--- config.mk ---
export PLATFORM = sky130hd
export DESIGN_NAME = fifo_rd_packer
export DESIGN_NICKNAME = d
export VERILOG_FILES = /design/src/rtl/fifo_pkg.sv /design/src/rtl/fifo_rd_packer.sv
export SDC_FILE = /design/constraint.sdc
export NUM_CORES = 1
export LEC_CHECK = 0
export CORE_ASPECT_RATIO = 1.4
export CORE_MARGIN = 8
export CORE_UTILIZATION = 52
export CTS_CLUSTER_SIZE = 25
export DETAILED_ROUTE_END_ITERATION = 10
export GPL_ROUTABILITY_DRIVEN = 1
export PLACE_DENSITY = 0.85
export SYNTH_ARGS = -nofsm -noshare
export SYNTH_HDL_FRONTEND = slang
export SYNTH_SLANG_ARGS = --single-unit
--- constraint.sdc ---
create_clock -name clk -period 6.4 [get_ports clk]
set_clock_uncertainty 0.1 [all_clocks]
set_input_delay 1.28 -clock clk [delete_from_list [all_inputs] [get_ports clk]]
set_output_delay 1.28 -clock clk [all_outputs]
set_load 0.03 [all_outputs]
--- src/rtl/fifo_pkg.sv ---
`timescale 1ns/1ps
// Shared types and sizing helpers for the fifo_bank read-side packer.
package fifo_pkg;

   typedef enum logic {FILL = 1'b0, SEND = 1'b1} pack_state_e;

   // Lane counter width: holds 0..n-1, never narrower than one bit.
   function automatic int cnt_width(input int n);
      return (n <= 2) ? 1 : $clog2(n);
   endfunction

   // Idle counter width: holds 0..t, still one bit when the timeout is disabled.
   function automatic int idle_width(input int t);
      return (t <= 0) ? 1 : $clog2(t + 1);
   endfunction

   // Byte-enable mask width is one bit per lane.
   function automatic int be_width(input int pack_ratio);
      return pack_ratio;
   endfunction

endpackage

--- src/rtl/fifo_rd_packer.sv ---
`timescale 1ns/1ps
// fifo_rd_packer: drains the FWFT fifo_bank read port and packs PACK_RATIO
// entries into one wide word on a valid/ready output. Partial words leave on
// flush or idle timeout, tagged with a byte-enable mask and last.
//
// state | meaning
// FILL  | popping entries into lanes, watching for full word / close-out
// SEND  | word presented on out_valid_o, held until out_ready_i
module fifo_rd_packer
   import fifo_pkg::*;
#(
   parameter int DATA_WIDTH = 8,
   parameter int PACK_RATIO = 4,
   parameter int TIMEOUT    = 16
)(
   input  logic                             clk,
   input  logic                             rst,
   input  logic                             fifo_empty_i,
   input  logic [DATA_WIDTH-1:0]            fifo_rdata_i,
   output logic                             fifo_ren_o,
   input  logic                             flush_i,
   output logic                             out_valid_o,
   input  logic                             out_ready_i,
   output logic [DATA_WIDTH*PACK_RATIO-1:0] out_data_o,
   output logic [be_width(PACK_RATIO)-1:0]  out_be_o,
   output logic                             out_last_o,
   output logic                             busy_o
);

   localparam int CNT_W  = cnt_width(PACK_RATIO);
   localparam int IDLE_W = idle_width(TIMEOUT);
   localparam int OUT_W  = DATA_WIDTH * PACK_RATIO;
   localparam int BE_W   = be_width(PACK_RATIO);

   pack_state_e        r_state;
   logic [CNT_W-1:0]   r_cnt;
   logic               r_flush_pend;
   logic [IDLE_W-1:0]  r_idle;
   logic [OUT_W-1:0]   r_data;
   logic [BE_W-1:0]    r_be;
   logic               r_last;

   logic               w_pop;
   logic [CNT_W:0]     w_cnt_next;
   logic               w_full;
   logic               w_timeout;
   logic               w_close;
   logic [BE_W-1:0]    w_be_part;

   // Pops only in FILL; gated by rst so nothing leaves the FIFO during reset.
   assign w_pop      = !rst && (r_state == FILL) && !fifo_empty_i;
   assign w_cnt_next = {1'b0, r_cnt} + (CNT_W+1)'(w_pop);
   assign w_full     = w_pop && (r_cnt == CNT_W'(PACK_RATIO - 1));
   assign w_timeout  = (TIMEOUT != 0) && (r_idle == IDLE_W'(TIMEOUT));
   assign w_close    = r_flush_pend || flush_i || w_timeout;

   // Partial-word mask: lanes 0..cnt_next-1 valid.
   always_comb begin
      w_be_part = '0;
      for (int k = 0; k < BE_W; k++) begin
         w_be_part[k] = ((CNT_W+1)'(k) < w_cnt_next);
      end
   end

   // Packing FSM: lane capture, full-word and close-out transitions, handshake.
   always_ff @(posedge clk or posedge rst) begin
      if (rst) begin
         r_state      <= FILL;
         r_cnt        <= '0;
         r_flush_pend <= 1'b0;
         r_data       <= '0;
         r_be         <= '0;
         r_last       <= 1'b0;
      end else if (r_state == FILL) begin
         if (w_pop) begin
            r_data[r_cnt*DATA_WIDTH +: DATA_WIDTH] <= fifo_rdata_i;
         end
         if (w_full) begin
            // A flush landing on the completing pop is remembered, not merged.
            r_state      <= SEND;
            r_be         <= '1;
            r_last       <= 1'b0;
            r_cnt        <= '0;
            r_flush_pend <= r_flush_pend | flush_i;
         end else if (w_close) begin
            r_cnt        <= '0;
            r_flush_pend <= 1'b0;
            if (w_cnt_next != '0) begin
               r_state <= SEND;
               r_be    <= w_be_part;
               r_last  <= 1'b1;
            end
         end else begin
            r_cnt <= w_cnt_next[CNT_W-1:0];
         end
      end else begin
         if (flush_i) begin
            r_flush_pend <= 1'b1;
         end
         if (out_ready_i) begin
            r_state <= FILL;
         end
      end
   end

   // Idle counter: FILL cycles holding a partial word without a pop; saturates.
   always_ff @(posedge clk or posedge rst) begin
      if (rst) begin
         r_idle <= '0;
      end else if ((r_state != FILL) || (r_cnt == '0) || w_pop) begin
         r_idle <= '0;
      end else if (r_idle != IDLE_W'(TIMEOUT)) begin
         r_idle <= r_idle + 1'b1;
      end
   end

   assign fifo_ren_o  = w_pop;
   assign out_valid_o = (r_state == SEND);
   assign out_data_o  = r_data;
   assign out_be_o    = r_be;
   assign out_last_o  = r_last;
   assign busy_o      = (r_cnt != '0) || (r_state == SEND);

endmodule

# After elaboration in Yosys (flattened, before gate mapping)
# Cells that the tools add are included.
# op_classes
addsub,3
magnitude_cmp,4
n_eq_ne,4
shifts,2
muxes,20
bitwise_logic,2
reduce_logical,20
# ops
cell,n
negation 5 -> 34 bit,1
"variable shift 8 x 34 -> 32 bit, first input constant",1
indexed part select 8 x 34 -> 32 bit,1
bitwise mux 32 bit,1
two-way mux 1 bit,12
two-way mux 4 bit,3
two-way mux 5 bit,2
nonzero test 2 bit,4
"< comparator 1 x 3 -> 1 bit, first input constant",2
"< comparator 2 x 3 -> 1 bit, first input constant",2
nonzero test 3 bit,2
"adder 5 x 1 -> 5 bit, second input constant",1
"equality test 5 bit, second input constant",1
logical OR 1 bit,5
"inequality test 5 bit, second input constant",1
two-way mux 2 bit,2
AND reduction 2 bit,2
adder 2 x 1 -> 3 bit,1
logical AND 1 bit,3
AND reduction 3 bit,1
"equality test 2 bit, second input constant",1
logical NOT 1 bit,2
logical NOT 2 bit,1
"inequality test 2 bit, second input constant",1
2 further kinds,2
# totals
regBits,46
input_bits,13

# Logic depth before layout (Yosys ltp)
# logic_depth
ltp_word,9
ltp_mapped,8
mapped_depth_nobuf,8

# Least setup slack after synthesis
# OpenSTA, ideal clock, no wires.
# synth_timing
path_type,in2reg
start,input port rst
end,register r_be[2] (netlist: out_be_o[2])
setup_ns,0.121
arrival_ns,3.028
required_ns,6.179
path_slack_ns,3.150
path_stages,8
cell_sequence,nor3_4 > nand2_1 > inv_1 > ha_1 > or2_2 > o32ai_2 > a21oi_2 > o22a_1
# synth_via
elab_chain_cells,8
elab_cells_between_ends,13
classes_between,add/sub: 1; order compare: 1; mux: 3; reduce/logical: 8
# synth_lines
element,line,source
from (decl),fifo_rd_packer.sv:17,"input logic rst,"
logical NOT 1 bit (no source line) (*),-,
logical AND 1 bit (*) (2 in a row),fifo_rd_packer.sv:51,assign w_pop = !rst && (r_state == FILL) && !fifo_empty_i;
adder 2 x 1 -> 3 bit,fifo_rd_packer.sv:52,"assign w_cnt_next = {1'b0, r_cnt} + (CNT_W+1)'(w_pop);"
< comparator 2 x 3 -> 1 bit,fifo_rd_packer.sv:61,w_be_part[k] = ((CNT_W+1)'(k) < w_cnt_next);
two-way mux 4 bit,fifo_rd_packer.sv:88,if (w_cnt_next != '0) begin
two-way mux 4 bit,fifo_rd_packer.sv:85,end else if (w_close) begin
two-way mux 4 bit,fifo_rd_packer.sv:78,if (w_full) begin
to (signal assigned),fifo_rd_packer.sv:90,r_be <= w_be_part;
to (decl),fifo_rd_packer.sv:40,logic [BE_W-1:0] r_be;
# Every way passes the cells marked *; elsewhere a longest branch is shown, timed or not. The select of a mux whose other input is x is not followed.
# A chain may end at the register's enable or synchronous reset.

# Worst setup path in the final report
# layout_timing
start,input port rst
end,output port fifo_ren_o
# layout_via
elab_chain_cells,3
# layout_lines
element,line,source
logical NOT 1 bit (no source line),-,
logical AND 1 bit (2 in a row),fifo_rd_packer.sv:51,
to (decl),fifo_rd_packer.sv:20,"output logic fifo_ren_o,"
# No other way between the ends.

==> summary.txt <==
Route
  • Vias per cell: 5.47
  • Antenna-violating nets left: 0
  • Drt first pass iters: 4
  • Vias: 1,651
  • Initial DRC Count: 109
  • DRC: 0
  • Drt total wl: 4660 microns
  • Wire per inst: 15.4 microns

Final layout
  • Nets: 281
  • ANT cells: 0
  • Commonest non-fill, non-tap cell in the layout: nand2_1
  • Area added between synthesis and finish: 30.3%
  • Final core occ: 0.701
  • Fin cells: 302
  • Post-route cell area: 2720 sq um
  • Commonest non-fill, non-tap cells in the layout: nand2_1, clkdlybuf4s50_1, dfrtp_1, o21ai_0, ha_1
  • Share of cells above drive strength 1: 0.0811

Timing
  • Tcrit/Tclk final: 0.679
  • Final Max Tran Viols: 0
  • # setup viols final: 0
  • Setup TNS: 0 ns
  • Fin. Hold Viols: 0
  • Crit path time final: 4.35 ns
  • Slew HR: 0.624
  • Unrepaired setup endpoints after global routing: false
  • Worst slew pin tran: 0.564 ns
  • Crit path setup slack, layout: 2.05 ns
  • Fmax: 230 MHz
  • Min Hold Slack: 0.379 ns

Clock network
  • Hold_buf cts: 0
  • CTS root buf: clkbuf_8
  • Post-CTS sizing: 0
  • CTS tree: built
  • Clk sinks: 46
  • Post CTS Setup Buffer Count: 0
  • CTS max path bufs: 2
  • Clk_lat worst skew: 0.29 ns
  • Num CTS Buffers: 5
  • Clk pin slew, worst setup/hold paths: 0.08 ns
  • H-tree Lvls: 2

Floorplan
  • # IOs: 53
  • Die area: 6330 sq um
  • Die height: 91.0 microns
  • Row count: 27
  • Initial core utilization: 0.538
  • Core area: 3880 sq um
  • Die width: 69.6 microns

Placed design
  • Placed Cells: 295
  • DP HPWL: 3500 microns
  • Port bufs: 52
  • DP Worst Slack: 2.05 ns
  • Cell Area, Placed: 2640 sq um
  • GPL Wtd Cong: 0.792

Worst setup path
  • Crit Path Max Fanout: 10
  • Crit path kind: in -> out
  • Critical Path Slowest Stage Cell: clkdlybuf4s50_1
  • CP top delay family: buffers and inverters
  • Worst Path Required: 5.02 ns
  • Cell mode on critical path: clkdlybuf4s50_1
  • CP cell instances: clkdlybuf4s50_1, nor3_4, clkdlybuf4s50_1
  • Worst setup EP type: output port
  • Max stage delay on crit path: 0.75 ns
  • Worst path bufs/invs: 2
  • Setup crit start kind: primary input
  • CP arrival: 2.97 ns

Global route
  • Total global routing overflow: 0
  • Largest net degree at the start of global routing: 47
  • Initial antenna violation count: 0
  • GRT Overall Usage: 0.150
  • Vias in the first global route: 1,649
  • First-pass GRT wire length: 7880 microns

Min path
  • Path type of the worst min-delay path: reg -> reg

Synthesis
  • Mapped cell area: 2090 sq um
  • Mean Syn Cell Area: 10.2 sq um
  • Yosys warns: 0
  • FF+latch count, synth: 46
  • Syn Nets: 227
  • Cell variety after synth: 35
  • Syn Inst Count: 205
  • Seq/Total Area, Yosys: 0.551

Power
  • Static leakage: 1.17 nW
  • Total power: 0.933 mW
  • VDD IR max: 0.000315 V
  • PwrDens: 343 nW/um^2

Run status
  • Status: finished clean

Run
  • Max-Cap Viols: 0
## worst min-delay path, delay by kind of cell (launching register included)
kind / cells / cell delay, ns
simple gates: 2 / 0.11
flops: 1 / 0.34
## registers in the layout (all words and copies together), names as in the netlist
| name | flops |
|---|---|
| r_idle | 5 |
| out_data_o | 32 |
| r_cnt | 2 |
| r_flush_pend | 1 |
| out_last_o | 1 |
| out_valid_o | 1 |
| out_be_o | 4 |
## area by class of cell
type	instances	area, sq um
clock buffer	5	68.8
inverter	7	26.3
timing repair buffer	54	536
clock inverter	2	10.0
sequential	46	1150
multi-input combinational	145	877
tap	43	53.8
fill	298	1160
## power breakdown
part / leakage, nW / switching [mW] / internal, mW
clock network: 0.0438 / 0.0916 / 0.0733
registers: 0.612 / 0.0439 / 0.343
logic: 0.519 / 0.226 / 0.155
## logic make-up after synthesis
family / synth area share
xor gates and xnor gates: 0.0126
AOI/OAI and AO/OA: 0.149
DFF: 0.551
and+or+nand+nor: 0.204
buffers and inverters: 0.0293
adders and majority gates: 0.0539
## Yosys cell counts
| cell type | number | area (sq um) |
|---|---|---|
| nand2_1 | 59 | 221 |
| dfrtp_1 | 46 | 1150 |
| o21ai_0 | 25 | 125 |
| ha_1 | 9 | 113 |
| a22o_1 | 8 | 70.1 |
| inv_1 | 7 | 26.3 |
| nor2_1 | 6 | 22.5 |
| clkbuf_1 | 5 | 18.8 |
| nand3_1 | 4 | 20.0 |
| a21oi_1 | 3 | 15.0 |
| nor3_1 | 3 | 15.0 |
| nor3b_2 | 3 | 37.5 |
| o21a_1 | 2 | 15.0 |
| o22a_1 | 2 | 17.5 |
| or2_2 | 2 | 12.5 |
| xor2_1 | 2 | 17.5 |
| a21oi_2 | 1 | 8.76 |
| a22oi_1 | 1 | 7.51 |
| a32o_1 | 1 | 10.0 |
| buf_2 | 1 | 5.00 |
| buf_6 | 1 | 11.3 |
| nand2_2 | 1 | 6.26 |
| nand4_1 | 1 | 6.26 |
| nand4bb_1 | 1 | 11.3 |
| nor2b_1 | 1 | 6.26 |
| nor3_4 | 1 | 16.3 |
| nor4_2 | 1 | 12.5 |
| nor4_4 | 1 | 21.3 |
| nor4bb_1 | 1 | 10.0 |
| o31a_1 | 1 | 8.76 |
| o31ai_1 | 1 | 7.51 |
| o32a_1 | 1 | 10.0 |
| o32ai_2 | 1 | 16.3 |
| or3_2 | 1 | 7.51 |
| xnor2_1 | 1 | 8.76 |
## worst paths after layout
path / end / startpoint / slack, ns / depth (start not counted)
worst max register to register: out_be_o[3] / out_valid_o / 3.80 / 8
min in group asynchronous: r_idle[1] / rst / 1.49 / 3
max in group asynchronous: out_last_o / rst / 4.33 / 3
worst max-delay path: fifo_ren_o / rst / 2.05 / 3
worst min register to register: out_last_o / out_last_o / 0.38 / 2
worst min-delay path: out_last_o / out_last_o / 0.38 / 2
## layer usage
layer  up-vias  track usage  routed length [microns]
met5         -            0                        0
met1       787        0.169                     1930
met3         8       0.0512                      282
li1        809            -                        -
met2        47        0.252                     2370
met4         0       0.0635                       81
Note: power is estimated with default switching activity, not from simulation.
